<file path="config.mk">
export PLATFORM = sky130hd
export DESIGN_NAME = simd_op_sequencer
export DESIGN_NICKNAME = d
export VERILOG_FILES = /design/src/rtl/simd_pkg.sv /design/src/rtl/simd_op_sequencer.sv
export SDC_FILE = /design/constraint.sdc
export NUM_CORES = 1
export LEC_CHECK = 0
export ABC_AREA = 1
export CORE_ASPECT_RATIO = 0.5
export CORE_UTILIZATION = 47
export CTS_CLUSTER_DIAMETER = 120
export DETAILED_ROUTE_END_ITERATION = 10
export PLACE_DENSITY = 0.83
export SETUP_SLACK_MARGIN = 0.05
export SLEW_MARGIN = 20
export SYNTH_ARGS = -nofsm -noshare
export SYNTH_HDL_FRONTEND = slang
export SYNTH_SLANG_ARGS = --single-unit
</file>
<file path="constraint.sdc">
create_clock -name clk -period 2.2 [get_ports clk]
set_clock_uncertainty 0.15 [all_clocks]
set_input_delay 0.44 -clock clk [delete_from_list [all_inputs] [get_ports clk]]
set_output_delay 0.44 -clock clk [all_outputs]
set_load 0.05 [all_outputs]
</file>
<file path="src/rtl/simd_pkg.sv">
// Shared definitions for the SIMD op sequencer and the ALU slices it drives.
package simd_pkg;

    localparam int unsigned W_DEFAULT = 8;

    localparam logic [2:0] OP_ADD = 3'b000;
    localparam logic [2:0] OP_SUB = 3'b001;
    localparam logic [2:0] OP_MUL = 3'b010;
    localparam logic [2:0] OP_OR  = 3'b011;
    localparam logic [2:0] OP_AND = 3'b100;
    localparam logic [2:0] OP_XOR = 3'b101;
    localparam logic [2:0] OP_SHL = 3'b110;
    localparam logic [2:0] OP_SHR = 3'b111;

    typedef enum logic [1:0] {
        IDLE = 2'd0,
        RUN  = 2'd1,
        DONE = 2'd2
    } state_t;

endpackage

</file>
<file path="src/rtl/simd_op_sequencer.sv">
// Time-multiplexes one LANES-wide vector op over an external array of ALUS
// combinational ALU slices, ALUS lanes per cycle, then holds the result for writeback.
module simd_op_sequencer
    import simd_pkg::*;
#(
    parameter int unsigned LANES = 8,
    parameter int unsigned ALUS  = 2,
    parameter int unsigned W     = W_DEFAULT
) (
    input  logic                  clk,
    input  logic                  rst,
    input  logic                  in_valid,
    output logic                  in_ready,
    input  logic [2:0]            in_op,
    input  logic [LANES*W-1:0]    in_a,
    input  logic [LANES*W-1:0]    in_b,
    output logic                  out_valid,
    input  logic                  out_ready,
    output logic [LANES*W-1:0]    out_c,
    output logic [2:0]            alu_ctrl,
    output logic [ALUS*W-1:0]     alu_a,
    output logic [ALUS*W-1:0]     alu_b,
    input  logic [ALUS*W-1:0]     alu_c,
    output logic                  busy
);

    localparam int unsigned PASSES = LANES / ((ALUS == 0) ? 1 : ALUS);
    localparam int unsigned PW     = (PASSES > 1) ? $clog2(PASSES) : 1;
    localparam int unsigned VW     = LANES * W;
    localparam int unsigned SW     = ALUS * W;

    if (ALUS == 0 || ALUS > LANES || (LANES % ALUS) != 0) begin : g_bad_params
        $error("simd_op_sequencer: LANES (%0d) must be a non-zero multiple of ALUS (%0d)", LANES, ALUS);
    end

    state_t          state;
    logic [PW-1:0]   pass;
    logic [2:0]      op_r;
    logic [VW-1:0]   a_r;
    logic [VW-1:0]   b_r;
    logic [VW-1:0]   res_r;

    logic            accept;
    logic            last_pass;
    logic [31:0]     sh;
    logic [VW-1:0]   a_sh;
    logic [VW-1:0]   b_sh;
    logic [VW-1:0]   res_nx;

    assign in_ready  = (state == IDLE) || (state == DONE && out_ready);
    assign accept    = in_valid && in_ready;
    assign last_pass = (pass == PW'(PASSES - 1));
    assign out_valid = (state == DONE);
    assign busy      = (state != IDLE);
    assign out_c     = res_r;

    // Lane window selection by shifting the whole vector avoids variable part-selects.
    always_comb begin
        sh     = 32'(pass) * SW;
        a_sh   = a_r >> sh;
        b_sh   = b_r >> sh;
        res_nx = (res_r & ~(VW'({SW{1'b1}}) << sh)) | (VW'(alu_c) << sh);
    end

    always_comb begin
        alu_ctrl = '0;
        alu_a    = '0;
        alu_b    = '0;
        if (state == RUN) begin
            alu_ctrl = op_r;
            alu_a    = a_sh[SW-1:0];
            alu_b    = b_sh[SW-1:0];
        end
    end

    always_ff @(posedge clk) begin
        if (rst) begin
            state <= IDLE;
            pass  <= '0;
            op_r  <= '0;
            a_r   <= '0;
            b_r   <= '0;
            res_r <= '0;
        end else begin
            case (state)
                IDLE, DONE: begin
                    if (accept) begin
                        op_r  <= in_op;
                        a_r   <= in_a;
                        b_r   <= in_b;
                        pass  <= '0;
                        state <= RUN;
                    end else if (state == DONE && out_ready) begin
                        state <= IDLE;
                    end
                end
                RUN: begin
                    res_r <= res_nx;
                    if (last_pass) begin
                        state <= DONE;
                    end else begin
                        pass <= pass + 1'b1;
                    end
                end
                default: state <= IDLE;
            endcase
        end
    end

endmodule

</file>
==> key figures <==
Run status
  • Status: finished with violations
  • Violated checks: negative setup slack

Place
  • Dpl cell area: 11,470 um2
  • Global placement routability congestion: 0.8930
  • Post-DP HPWL: 17,430 um
  • Dpl cells: 1,608
  • Port buffer count: 252

Synth
  • Synth Warn #: 0
  • Flops & latches, synth: between 150 and 200
  • Avg Inst Size Synth: 7.005 um2
  • Yosys top cell by area: dfxtp_1
  • Synth Net Count: 1,345
  • Yosys cell types: 20
  • Seq/Total Area, Yosys: 47.79%
  • Area contributors post-synth: dfxtp_1 48%, nor2_1 18%, o21ai_0 9.4%
  • Post-Syn Area: 8335 um2
  • Mapped Cells: between 1k and 1.5k
  • Synth top area share: 47.79%

Routing
  • Final wirelength: between 20,000 and 30,000 um
  • Post-route DRC: 0
  • Max Used Layer: met4
  • DRT met1 WL: approximately 11,000 um
  • Met2 routed WL: 13,130 um
  • Wire per inst: 15.96 um
  • Vias post-DR: between 8k and 9k
  • First drt pass iteration count: 5
  • Met3 WL post-DR: around 2200 um
  • Drt initial violations: 697
  • Antenna Nets Post-Route: 0
  • DR vias/cell: 5.285

Cells and area
  • Area growth syn-to-layout: 50.43%
  • Fill count: approximately 1.3k
  • Design Area, Final: around 13,000 um2
  • Commonest non-fill, non-tap cell in the layout: nor2_1
  • Layout cells sized above 1: between 10 and 15%
  • FF/Latch Area: approximately 4000 um2
  • Most frequent cells in the layout: 375 x nor2_1, 196 x dfxtp_1, 158 x nand2_1, 149 x clkdlybuf4s50_1, 121 x o21ai_0
  • Layout Cells excl Fill: 1,654
  • Antenna cell count: 0
  • Layout Nets: between 1.5k and 2k
  • Multi-input logic area: 4034 um2

STA
  • Final hold vios: 0
  • Fmax: 0.4196 GHz
  • Post-route minimum period: 2.383 ns
  • Slew of the pin with the lowest slew margin: 0.6765 ns
  • Fin crit share: 108.3%
  • Final worst slack: -0.1830 ns
  • Max Slew Vio Count: 0
  • Hold_ws: 0.3136 ns
  • RSZ-0062 raised after global routing: yes
  • Relative slew margins: 54.90%
  • Sum Neg Setup Slack: -3.370 ns
  • Final setup viols: 32

CTS
  • Clock buffer depth: 2
  • CTS tree: yes
  • Clk_lat worst skew: 0.42 ns
  • CTS buffer count: 17
  • Hold-fix buffer count after cts: 0
  • H-tree depth: 4
  • Clk Tree Root Cell: clkbuf_16
  • CTS Sinks: 199
  • Worst-path clk slew: 0.06 ns

Global route
  • Initial antenna violation count: 0
  • Largest net degree at the start of global routing: roughly 130
  • First-pass GRT wire length: 40,690 um
  • Overall Global Routing Usage: 28.54%
  • Global route overflow: 0
  • Number of global-route vias before repair: 8,142

Critical path
  • CP Launch Type: flip-flop
  • CP required: 1.61 ns
  • Endpoint type of the worst setup path: output port
  • CP dominant cell by count: buf_12
  • Crit-path slowest cell: dfxtp_4
  • Crit-path cells: buf_12 > buf_12 > nor2_1 > nor2_1 > o21ai_1 > a21oi_2 > buf_12
  • Setup CP Type: reg -> out
  • Crit-path max cell delay: 0.41 ns
  • CP delay by family, top: buffers and inverters
  • CP Buf/Inv Count: 3
  • CP Max Fanout: 7
  • CP arrival: 1.79 ns

Power and ir drop
  • Power Density: 777.3 nW/um2
  • Internal Power: 6892 uW
  • Maximum vdd drop: between 0.0006 and 0.0007 V
  • Leak pwr: around 0.0053 uW
  • Sequential power share: 41.1%
  • Combinational share of power: 24.0%
  • Clk pwr share: a little over a third
  • Power, Total: 9747 uW
  • Switch Pwr: 2855 uW
  • Sw Share: 29.29%

Floorplan
  • Die Y: roughly 96 um
  • Num rows: 33
  • Die ar.: 18,300 um2
  • Top-Level Pins: 253
  • Initial Util: between 40% and 50%
  • Die width: 190.3 um
  • Core Area: 16,850 um2

Worst hold path
  • Min-delay worst type: reg -> reg

Flow run
  • Max cap viols: 0
logic make-up (layout without fill, tap and decap cells):
family | Yosys count | in the layout | synth area share, %
buffers and inverters | 131 | 368 | 7.806
muxes | 4 | 4 | 0.4804
DFF | 199 | 199 | 47.79
adders and majority gates | 4 | 4 | 0.6004
and+or+nand+nor | 563 | 563 | 25.89
AOI/OAI and AO/OA | 289 | 289 | 17.43
metrics by stage:
| step | util, % | setup WS [ns] |
|---|---|---|
| floorplan | - | 0.05281 |
| CTS | 73.09 | -0.1475 |
| detailed placement | 68.06 | 0.1122 |
| global route | 74.44 | -0.2274 |
| global placement | 68.06 | 0.1240 |
| finish | 74.44 | -0.1830 |
power by group through the flow:
stage	registers [uW]	logic, uW	clock network [uW]
2_1_floorplan	4160	1130	0
4_1_cts	4000	2230	3440
6_report	4010	2340	3400
3_3_place_gp	4060	2070	0
3_5_place_dp	4070	2100	0
5_1_grt	4040	2510	3610
area by class of cell:
class | instances | share of cell area [%]
well taps | 227 | 2.265
repair buffers | 290 | 27.12
flip-flops and latches | 199 | 31.82
clock buffers | 21 | 3.832
clock inverters | 10 | 1.317
multi-input cells | 860 | 32.17
inverters | 47 | 1.477
cell usage after synthesis, drive strengths merged:
| cell | number |
|---|---|
| ha | 4 |
| o21ai | 191 |
| a21oi | 93 |
| clkbuf | 38 |
| or2 | 6 |
| buf | 46 |
| nor2 | 395 |
| dfxtp | 199 |
| nand2 | 162 |
| inv | 47 |
| mux2i | 4 |
| o22ai | 5 |
layer usage:
layer	GRT usage, %	vias to the layer above
li1	-	4238
met1	33.51	4078
met2	51.76	384
met3	5.833	42
met4	11.13	0
met5	0	-
worst min-delay path: stages, from the launching register on:
cell and delay, ns:
dfxtp_1 0.30, nand2_1 0.06, a21oi_1 0.06
final timing paths:
check | startpoint | end | slack (ns) | cells after the start
hold reg to reg | out_c[45]$_SDFFE_PP0P_ | out_c[45]$_SDFFE_PP0P_ | 0.31 | 2
setup / recovery | pass[0]$_SDFFE_PP0P_ | alu_b[2] | -0.18 | 7
hold / removal | out_c[45]$_SDFFE_PP0P_ | out_c[45]$_SDFFE_PP0P_ | 0.31 | 2
setup reg to reg | pass[0]$_SDFFE_PP0P_ | out_c[24]$_SDFFE_PP0P_ | 0.29 | 8
repair_timing:
item | 4_1_cts | 5_1_grt
cloned | 4 | 4
pin swaps | 26 | 27
resized for setup | 133 | 32
endpoints found under the setup margin | 96 | 34
buffers inserted | 6 | 1
state kept, by name (all words and copies together), names as in the netlist:
register / count
a_r: 64
b_r: 64
op_r: 3
out_c: 64
pass: 2
state: 2
Power figures use the tool's default switching activity.
